$ cat config.mk
export PLATFORM = sky130hd
export DESIGN_NAME = fetch_unit_flat
export DESIGN_NICKNAME = d
export VERILOG_FILES = /design/src/rtl/fetch_if.sv /design/src/rtl/fetch_unit.sv /design/src/flat_wrapper.sv
export SDC_FILE = /design/constraint.sdc
export NUM_CORES = 1
export LEC_CHECK = 0
export ABC_CLOCK_PERIOD_IN_PS = 3800
export CORE_MARGIN = 5
export CORE_UTILIZATION = 35
export DETAILED_ROUTE_END_ITERATION = 10
export GPL_TIMING_DRIVEN = 0
export PLACE_DENSITY = 0.73
export SKIP_CTS_REPAIR_TIMING = 1
export SLEW_MARGIN = 20
export SYNTH_ARGS = -nofsm -noshare
export SYNTH_HDL_FRONTEND = slang
export SYNTH_SLANG_ARGS = --single-unit
$ cat constraint.sdc
create_clock -name clk -period 3.8 [get_ports clk]
set_input_delay 1.14 -clock clk [delete_from_list [all_inputs] [get_ports clk]]
set_output_delay 1.14 -clock clk [all_outputs]
set_load 0.05 [all_outputs]
$ cat src/rtl/fetch_if.sv
// Fetch-stage bus: instruction-memory handshake, decoder-side issue and redirect/stall controls.
`timescale 1ns/1ps
interface fetch_if;
  logic        imem_req;
  logic [31:0] imem_addr;
  logic        imem_ready;
  logic [31:0] imem_rdata;
  logic        stall;
  logic        branch_taken;
  logic [31:0] branch_target;
  logic [31:0] instruction;
  logic [31:0] instr_pc;
  logic        decode_enable;
  logic        fetch_fault;

  modport master (
    output imem_req, imem_addr, instruction, instr_pc, decode_enable, fetch_fault,
    input  imem_ready, imem_rdata, stall, branch_taken, branch_target
  );

  modport slave (
    input  imem_req, imem_addr, instruction, instr_pc, decode_enable, fetch_fault,
    output imem_ready, imem_rdata, stall, branch_taken, branch_target
  );
endinterface

$ cat src/rtl/fetch_unit.sv
// Instruction fetch stage: owns the PC, fetches over req/ready and issues one word at a time.
// Optional memory-timeout fault is enabled by defining FETCH_TIMEOUT_EN.
`timescale 1ns/1ps
module fetch_unit #(
  parameter logic [31:0] RESET_VECTOR   = 32'h0000_0000,
  parameter int unsigned TIMEOUT_CYCLES = 16
) (
  input logic      clk,
  input logic      rst_n,
  fetch_if.master  bus
);

  localparam int unsigned XLEN    = 32;
  localparam logic [XLEN-1:0] PC_STEP = XLEN'(4);

`ifdef FETCH_TIMEOUT_EN
  typedef enum logic [1:0] {S_REQ, S_ISSUE, S_FAULT} state_t;
  localparam int unsigned CNT_W = $clog2(TIMEOUT_CYCLES + 1);
  logic [CNT_W-1:0] cnt_q, cnt_d;
  logic             fault_q, fault_d;
`else
  typedef enum logic [0:0] {S_REQ, S_ISSUE} state_t;
`endif

  if ((RESET_VECTOR[1:0] != 2'b00) || (TIMEOUT_CYCLES == 0)) begin : g_bad_param
    $error("fetch_unit: RESET_VECTOR must be word aligned and TIMEOUT_CYCLES nonzero");
  end

  state_t          state_q, state_d;
  logic [XLEN-1:0] pc_q, pc_d;
  logic [XLEN-1:0] instr_q, instr_d;
  logic [XLEN-1:0] ipc_q, ipc_d;
  logic [XLEN-1:0] target_c;

  assign target_c = bus.branch_target & ~XLEN'(3);

  always_ff @(posedge clk or negedge rst_n) begin
    if (!rst_n) begin
      state_q <= S_REQ;
      pc_q    <= RESET_VECTOR;
      instr_q <= '0;
      ipc_q   <= '0;
`ifdef FETCH_TIMEOUT_EN
      cnt_q   <= '0;
      fault_q <= 1'b0;
`endif
    end else begin
      state_q <= state_d;
      pc_q    <= pc_d;
      instr_q <= instr_d;
      ipc_q   <= ipc_d;
`ifdef FETCH_TIMEOUT_EN
      cnt_q   <= cnt_d;
      fault_q <= fault_d;
`endif
    end
  end

  // Redirect beats memory response and stall; S_FAULT is left only by reset.
  always_comb begin
    state_d = state_q;
    pc_d    = pc_q;
    instr_d = instr_q;
    ipc_d   = ipc_q;
`ifdef FETCH_TIMEOUT_EN
    cnt_d   = cnt_q;
    fault_d = fault_q;
`endif
    case (state_q)
      S_REQ: begin
        if (bus.branch_taken) begin
          pc_d = target_c;
`ifdef FETCH_TIMEOUT_EN
          cnt_d = '0;
`endif
        end else if (bus.imem_ready) begin
          instr_d = bus.imem_rdata;
          ipc_d   = pc_q;
          pc_d    = pc_q + PC_STEP;
          state_d = S_ISSUE;
`ifdef FETCH_TIMEOUT_EN
          cnt_d   = '0;
        end else if (cnt_q == CNT_W'(TIMEOUT_CYCLES - 1)) begin
          cnt_d   = '0;
          fault_d = 1'b1;
          state_d = S_FAULT;
        end else begin
          cnt_d = cnt_q + CNT_W'(1);
`endif
        end
      end
      S_ISSUE: begin
        if (bus.branch_taken) begin
          pc_d    = target_c;
          state_d = S_REQ;
        end else if (!bus.stall) begin
          state_d = S_REQ;
        end
      end
`ifdef FETCH_TIMEOUT_EN
      S_FAULT: begin
        state_d = S_FAULT;
      end
`endif
      default: state_d = S_REQ;
    endcase
  end

  assign bus.imem_req      = (state_q == S_REQ);
  assign bus.imem_addr     = pc_q;
  assign bus.decode_enable = (state_q == S_ISSUE) & ~bus.stall & ~bus.branch_taken;
  assign bus.instruction   = instr_q;
  assign bus.instr_pc      = ipc_q;
`ifdef FETCH_TIMEOUT_EN
  assign bus.fetch_fault   = fault_q;
`else
  assign bus.fetch_fault   = 1'b0;
`endif

endmodule

$ cat src/flat_wrapper.sv
// flat-port wrapper written by rule: the top's interface ports become plain ports
module fetch_unit_flat 
#(
  parameter logic [31:0] RESET_VECTOR   = 32'h0000_0000,
  parameter int unsigned TIMEOUT_CYCLES = 16
)
  (clk, rst_n, bus_imem_req, bus_imem_addr, bus_instruction, bus_instr_pc, bus_decode_enable, bus_fetch_fault, bus_imem_ready, bus_imem_rdata, bus_stall, bus_branch_taken, bus_branch_target);
  fetch_if bus_i ();
  input logic clk;
  input logic rst_n;
  output wire logic [$bits(bus_i.imem_req)-1:0] bus_imem_req;
  output wire logic [$bits(bus_i.imem_addr)-1:0] bus_imem_addr;
  output wire logic [$bits(bus_i.instruction)-1:0] bus_instruction;
  output wire logic [$bits(bus_i.instr_pc)-1:0] bus_instr_pc;
  output wire logic [$bits(bus_i.decode_enable)-1:0] bus_decode_enable;
  output wire logic [$bits(bus_i.fetch_fault)-1:0] bus_fetch_fault;
  input wire logic [$bits(bus_i.imem_ready)-1:0] bus_imem_ready;
  input wire logic [$bits(bus_i.imem_rdata)-1:0] bus_imem_rdata;
  input wire logic [$bits(bus_i.stall)-1:0] bus_stall;
  input wire logic [$bits(bus_i.branch_taken)-1:0] bus_branch_taken;
  input wire logic [$bits(bus_i.branch_target)-1:0] bus_branch_target;
  assign bus_imem_req = bus_i.imem_req;
  assign bus_imem_addr = bus_i.imem_addr;
  assign bus_instruction = bus_i.instruction;
  assign bus_instr_pc = bus_i.instr_pc;
  assign bus_decode_enable = bus_i.decode_enable;
  assign bus_fetch_fault = bus_i.fetch_fault;
  assign bus_i.imem_ready = bus_imem_ready;
  assign bus_i.imem_rdata = bus_imem_rdata;
  assign bus_i.stall = bus_stall;
  assign bus_i.branch_taken = bus_branch_taken;
  assign bus_i.branch_target = bus_branch_target;
  fetch_unit #(.RESET_VECTOR(RESET_VECTOR), .TIMEOUT_CYCLES(TIMEOUT_CYCLES)) u_core (.clk(clk), .rst_n(rst_n), .bus(bus_i));
endmodule
---- Word level (Yosys, flattened, before mapping) ----
Cells that the tools add are included.
Widths: inputs -> output; s select.
word-level totals
  bits in registers ....................... 97
  output and inout port bits .............. 99
  word-level logic and storage cells ...... 23
operators by class
  eq/ne operators ......................... 2
  add/subtract/negate cells ............... 1
  mux-type cells .......................... 9
  bitwise gates (word level) .............. 5
  reduce and logical (&&, ||, !) cells .... 2
operators by type and width
  cell                   number
  $mux 32                3
  $pmux 32 s2            1
  $add 32x3->32 const B  1
  $mux 1                 4
  $ne 3x1->1 const B     1
  $not 1->1              3
  $reduce_and 3->1       1
  $and 1x1->1            2
  $ne 2x2->1 const B     1
  $pmux 1 s2             1
  $reduce_and 2->1       1

---- Logic depth before layout (Yosys ltp) ----
Gate-level depths: netlist of the first run.
  depth after elaboration ................. 4
  depth in mapped cells ................... 7
  gate-level depth less buffers ........... 5

---- Worst setup path after synthesis of the first run ----
No wires, ideal clock.
  kind .................................... input port to output port
  start ................................... input port bus_branch_taken
  end ..................................... output port bus_decode_enable
  path slack .............................. 0.043 ns
  path buffers ............................ 2
  data arrival time ....................... 2.617 ns
  cell stages on the path ................. 3
  path through ............................ clkbuf_1 -> clkbuf_1 -> nor3_1
on the way
  longest elaborated chain between the ends .. 2
ends and longest elaborated chain
  item                 RTL line            source
  start, declared      flat_wrapper.sv:20  input wire logic [$bits(bus_i.branch_taken)-1:0] bus_branch_taken;
  $not 1->1 (no line)  -
  $and 1x1->1          fetch_unit.sv:111   assign bus.decode_enable = (state_q == S_ISSUE) & ~bus.stall & ~bus.branch_taken;
  end, declared        flat_wrapper.sv:15  output wire logic [$bits(bus_i.decode_enable)-1:0] bus_decode_enable;
Every way passes these cells.

---- Worst setup path in the final report of the first run ----
Same ends and word-level chain as after synthesis.

==> results.json, run 1 <==
{
  "outcome": "finished, final reports clean",
  "p_comb_share_pct": 35.0,
  "final_cells": 802,
  "hpwl_um": 9730,
  "grt_remaining_overflow": 0,
  "worst_r2r_path_depth": 6,
  "ys_seq_area_share_pct": 55.9,
  "hold_path_class": "reg -> reg",
  "clkTransAtPathRegs_ns": 0.07,
  "cts_made_buffers": 9,
  "path_class": "in -> out",
  "syn_inst": 479,
  "ir_worst_vdd_mv": 0.246,
  "min_path_cells": 2,
  "wl_um": 13100,
  "placedCellCount": 786,
  "drc": 0,
  "gp_congestion": 0.841,
  "numClockSinks": 93,
  "h-tree-depth": 3,
  "cp.required_ns": 2.66,
  "relSlewSlack_pct": 52.0,
  "path_buf_inv": 3,
  "internal_power_uw": 2050,
  "cpLargestDelayFamily": "buffers and inverters",
  "arrival_ns": 2.33,
  "final.min_clock_period_ns": 3.47,
  "die_x_um": 119,
  "power_frac_clock_pct": 27.4,
  "syn_avg_cell_area_um2": 8.70,
  "synthesis.area_um2": 4170,
  "wl_per_cell_um": 16.3,
  "dr_total_vias": 3997,
  "max_freq_mhz": 288,
  "cts_tree": "done",
  "fill_cells": 1081,
  "ys.warnings.count": 0,
  "antenna_found_initial": 0,
  "n_antenna_cell": 0,
  "grt_pass1_vias": 4112,
  "setup_viol": 0,
  "ys_types": 36,
  "drtIter0Drc": 247,
  "dr.pass1.iters": 5,
  "power.total_uw": 3330,
  "cts_buffer_depth": 2,
  "worstSetupStartpointType": "input port",
  "finalHoldViolCount": 0,
  "root_buffer": "clkbuf_16",
  "via_per_inst": 4.98,
  "fin_nets": 724,
  "timing.setup.tns_ns": 0,
  "grt_pass1_wl_um": 21300,
  "p_seq_share_pct": 37.6,
  "final_max_slew_viol_count": 0,
  "design_area_um2": 6280,
  "p_sw_share_pct": 38.6,
  "path_max_fanout": 10,
  "die-area_um2": 14200,
  "layout-drive-gt1-share_pct": 4.70,
  "slowest_stage": "dlymetal6s2s_1",
  "hold_path_end": "u_core.bus.instruction[11]",
  "path_depth": 4,
  "drv_cap": 0,
  "grt_max_degree": 81,
  "worstSetupEndpointType": "output pin",
  "timing.rr.start": "u_core.bus.imem_addr[2]",
  "cp_slowest_stage_delay_ns": 0.45,
  "grt_usage_pct": 18.6,
  "r2r-end": "u_core.bus.imem_addr[28]",
  "place_area_um2": 5980,
  "fp.dieH_um": 119,
  "fin_skew_ns": 0.00525,
  "io_buffers": 159,
  "timing.critical_path.cells": "clkbuf_1 -> clkbuf_2 -> nor3_1 -> dlymetal6s2s_1",
  "fp-row-count": 39,
  "synth-seq-cells": 93,
  "p_per_area_nw_per_um2": 530,
  "regToRegSetupSlack_ns": 1.41,
  "antenna_left": 0,
  "worstMarginPinSlew_ns": 0.713,
  "num_io_pins": 168,
  "leakagePower_uw": 0.00278,
  "clk_latency_ns": 0.34,
  "worstHoldStart": "u_core.bus.instruction[11]",
  "p_sw_uw": 1290,
  "timing.final.crit_share_pct": 91.4,
  "syn_to_final_growth_pct": 50.9,
  "rsz0062_at_grt": "no",
  "postLayoutCoreUtil_pct": 54.3,
  "start_util_pct": 36.0,
  "coreArea_um2": 11600
}
through the flow:
step                setup WS (ns)  hold WS, ns
finish                      0.328        0.473
global route                0.218        0.499
CTS                        -0.187        0.477
detailed placement         -0.177        0.461
global placement            -1.85        0.460
floorplan                  0.0428        0.538
worst min-delay path, cell delays in order (launching register included):
cell and delay, ns:
dfrtp_1 0.34, nand2_1 0.05, nand2_1 0.05
logic make-up (layout without fill, tap and decap cells):
| family | Yosys count | after routing | synth area share, % |
|---|---|---|---|
| XOR/XNOR | 12 | 12 | 2.52 |
| other | 1 | 5 | 0.0900 |
| buffers and inverters | 37 | 213 | 3.91 |
| flip-flops | 93 | 93 | 55.9 |
| multiplexers | 1 | 1 | 0.240 |
| AND/OR/NAND/NOR | 284 | 284 | 29.7 |
| AO/OA/AOI/OAI | 50 | 50 | 7.39 |
| adder cells (fa/ha/maj) | 1 | 1 | 0.300 |
worst max path at each step:
stage / startpoint / to / slack (ns)
finish: bus_branch_taken / bus_decode_enable / 0.33
global route: bus_branch_taken / bus_decode_enable / 0.22
CTS: bus_branch_taken / bus_decode_enable / -0.19
detailed placement: bus_branch_taken / bus_decode_enable / -0.18
global placement: rst_n / u_core.bus.instruction[10] / -1.85
floorplan: bus_branch_taken / bus_decode_enable / 0.04
cell usage after synthesis:
cell type	number	area [µm²]
nor3_1	7	35.0
nand4_2	2	25.0
nor2b_1	1	6.26
and4_1	2	17.5
nand3_1	9	45.0
buf_2	4	20.0
a211oi_1	1	7.51
xor2_1	3	26.3
nand3_4	1	17.5
buf_1	1	3.75
mux2i_1	1	10.0
a31oi_1	13	81.3
xnor2_1	9	78.8
nand2b_1	1	6.26
o41ai_1	1	8.76
nand4b_1	1	8.76
o21ai_0	21	105
nor2_1	21	78.8
clkbuf_1	21	78.8
o31ai_1	7	52.6
nor4_1	6	37.5
ha_1	1	12.5
nand2_1	205	769
inv_1	6	22.5
dfrtp_1	93	2330
or3_1	7	43.8
and2_1	1	6.26
a311oi_1	4	35.0
conb_1	1	3.75
o21ai_1	1	5.00
nand4_1	8	50.1
a21oi_1	1	5.00
o211ai_1	1	7.51
buf_4	5	37.5
and3_1	1	6.26
or4_1	11	82.6
area by class of cell:
type / instances / area [µm²] / area share, %
multi-input combinational: 353 / 1690 / 26.9
tap: 143 / 179 / 2.85
clock buffer: 10 / 239 / 3.80
clock inverter: 6 / 62.6 / 0.995
sequential: 93 / 2330 / 37.0
timing repair buffer: 160 / 1620 / 25.8
inverter: 6 / 22.5 / 0.358
buffer: 31 / 141 / 2.25
registers in the layout, indices dropped and copies added (netlist names):
name                    flops
u_core.bus.instr_pc        30
u_core.state_q              1
u_core.bus.imem_addr       30
u_core.bus.instruction     32
metal layers:
metal | track usage, % | part of all wire (%) | up-vias | routed length (µm)
met3 | 3.51 | 5.9 | 27 | 771
met5 | 0 | 0 | - | 0
li1 | - | - | 1938 | -
met1 | 24.0 | 43 | 1890 | 5580
met2 | 30.2 | 48 | 142 | 6330
met4 | 8.98 | 2.9 | 0 | 381
placed cells by master (no fill, tap or decap), types with 11 or more instances in the layout:
| master | count |
|---|---|
| clkdlybuf4s50_1 | 157 |
| nand2_1 | 205 |
| clkbuf_1 | 20 |
| o21ai_0 | 21 |
| or4_1 | 11 |
| a31oi_1 | 13 |
| nor2_1 | 21 |
| dfrtp_1 | 93 |
power by group through the flow:
| stage | Sequential, µW | Combinational (µW) | Clock, µW |
|---|---|---|---|
| 2_1_floorplan | 1760 | 202 | 0 |
| 5_1_grt | 1270 | 1230 | 972 |
| 6_report | 1250 | 1170 | 914 |
| 3_5_place_dp | 1270 | 1170 | 0 |
| 4_1_cts | 1250 | 1180 | 936 |
| 3_3_place_gp | 1260 | 1160 | 0 |
No activity file was read; power rests on OpenSTA's default activity.
==> run 2, diff against run 1 <==
--- a/config.mk
+++ b/config.mk
@@ -8,6 +8,7 @@
 export ABC_CLOCK_PERIOD_IN_PS = 3800
 export CORE_MARGIN = 5
 export CORE_UTILIZATION = 35
+export CTS_CLUSTER_DIAMETER = 40
 export DETAILED_ROUTE_END_ITERATION = 10
 export GPL_TIMING_DRIVEN = 0
 export PLACE_DENSITY = 0.73
==> results of run 2 <==
Final layout, timing and power as in run 1 (identical DEF).
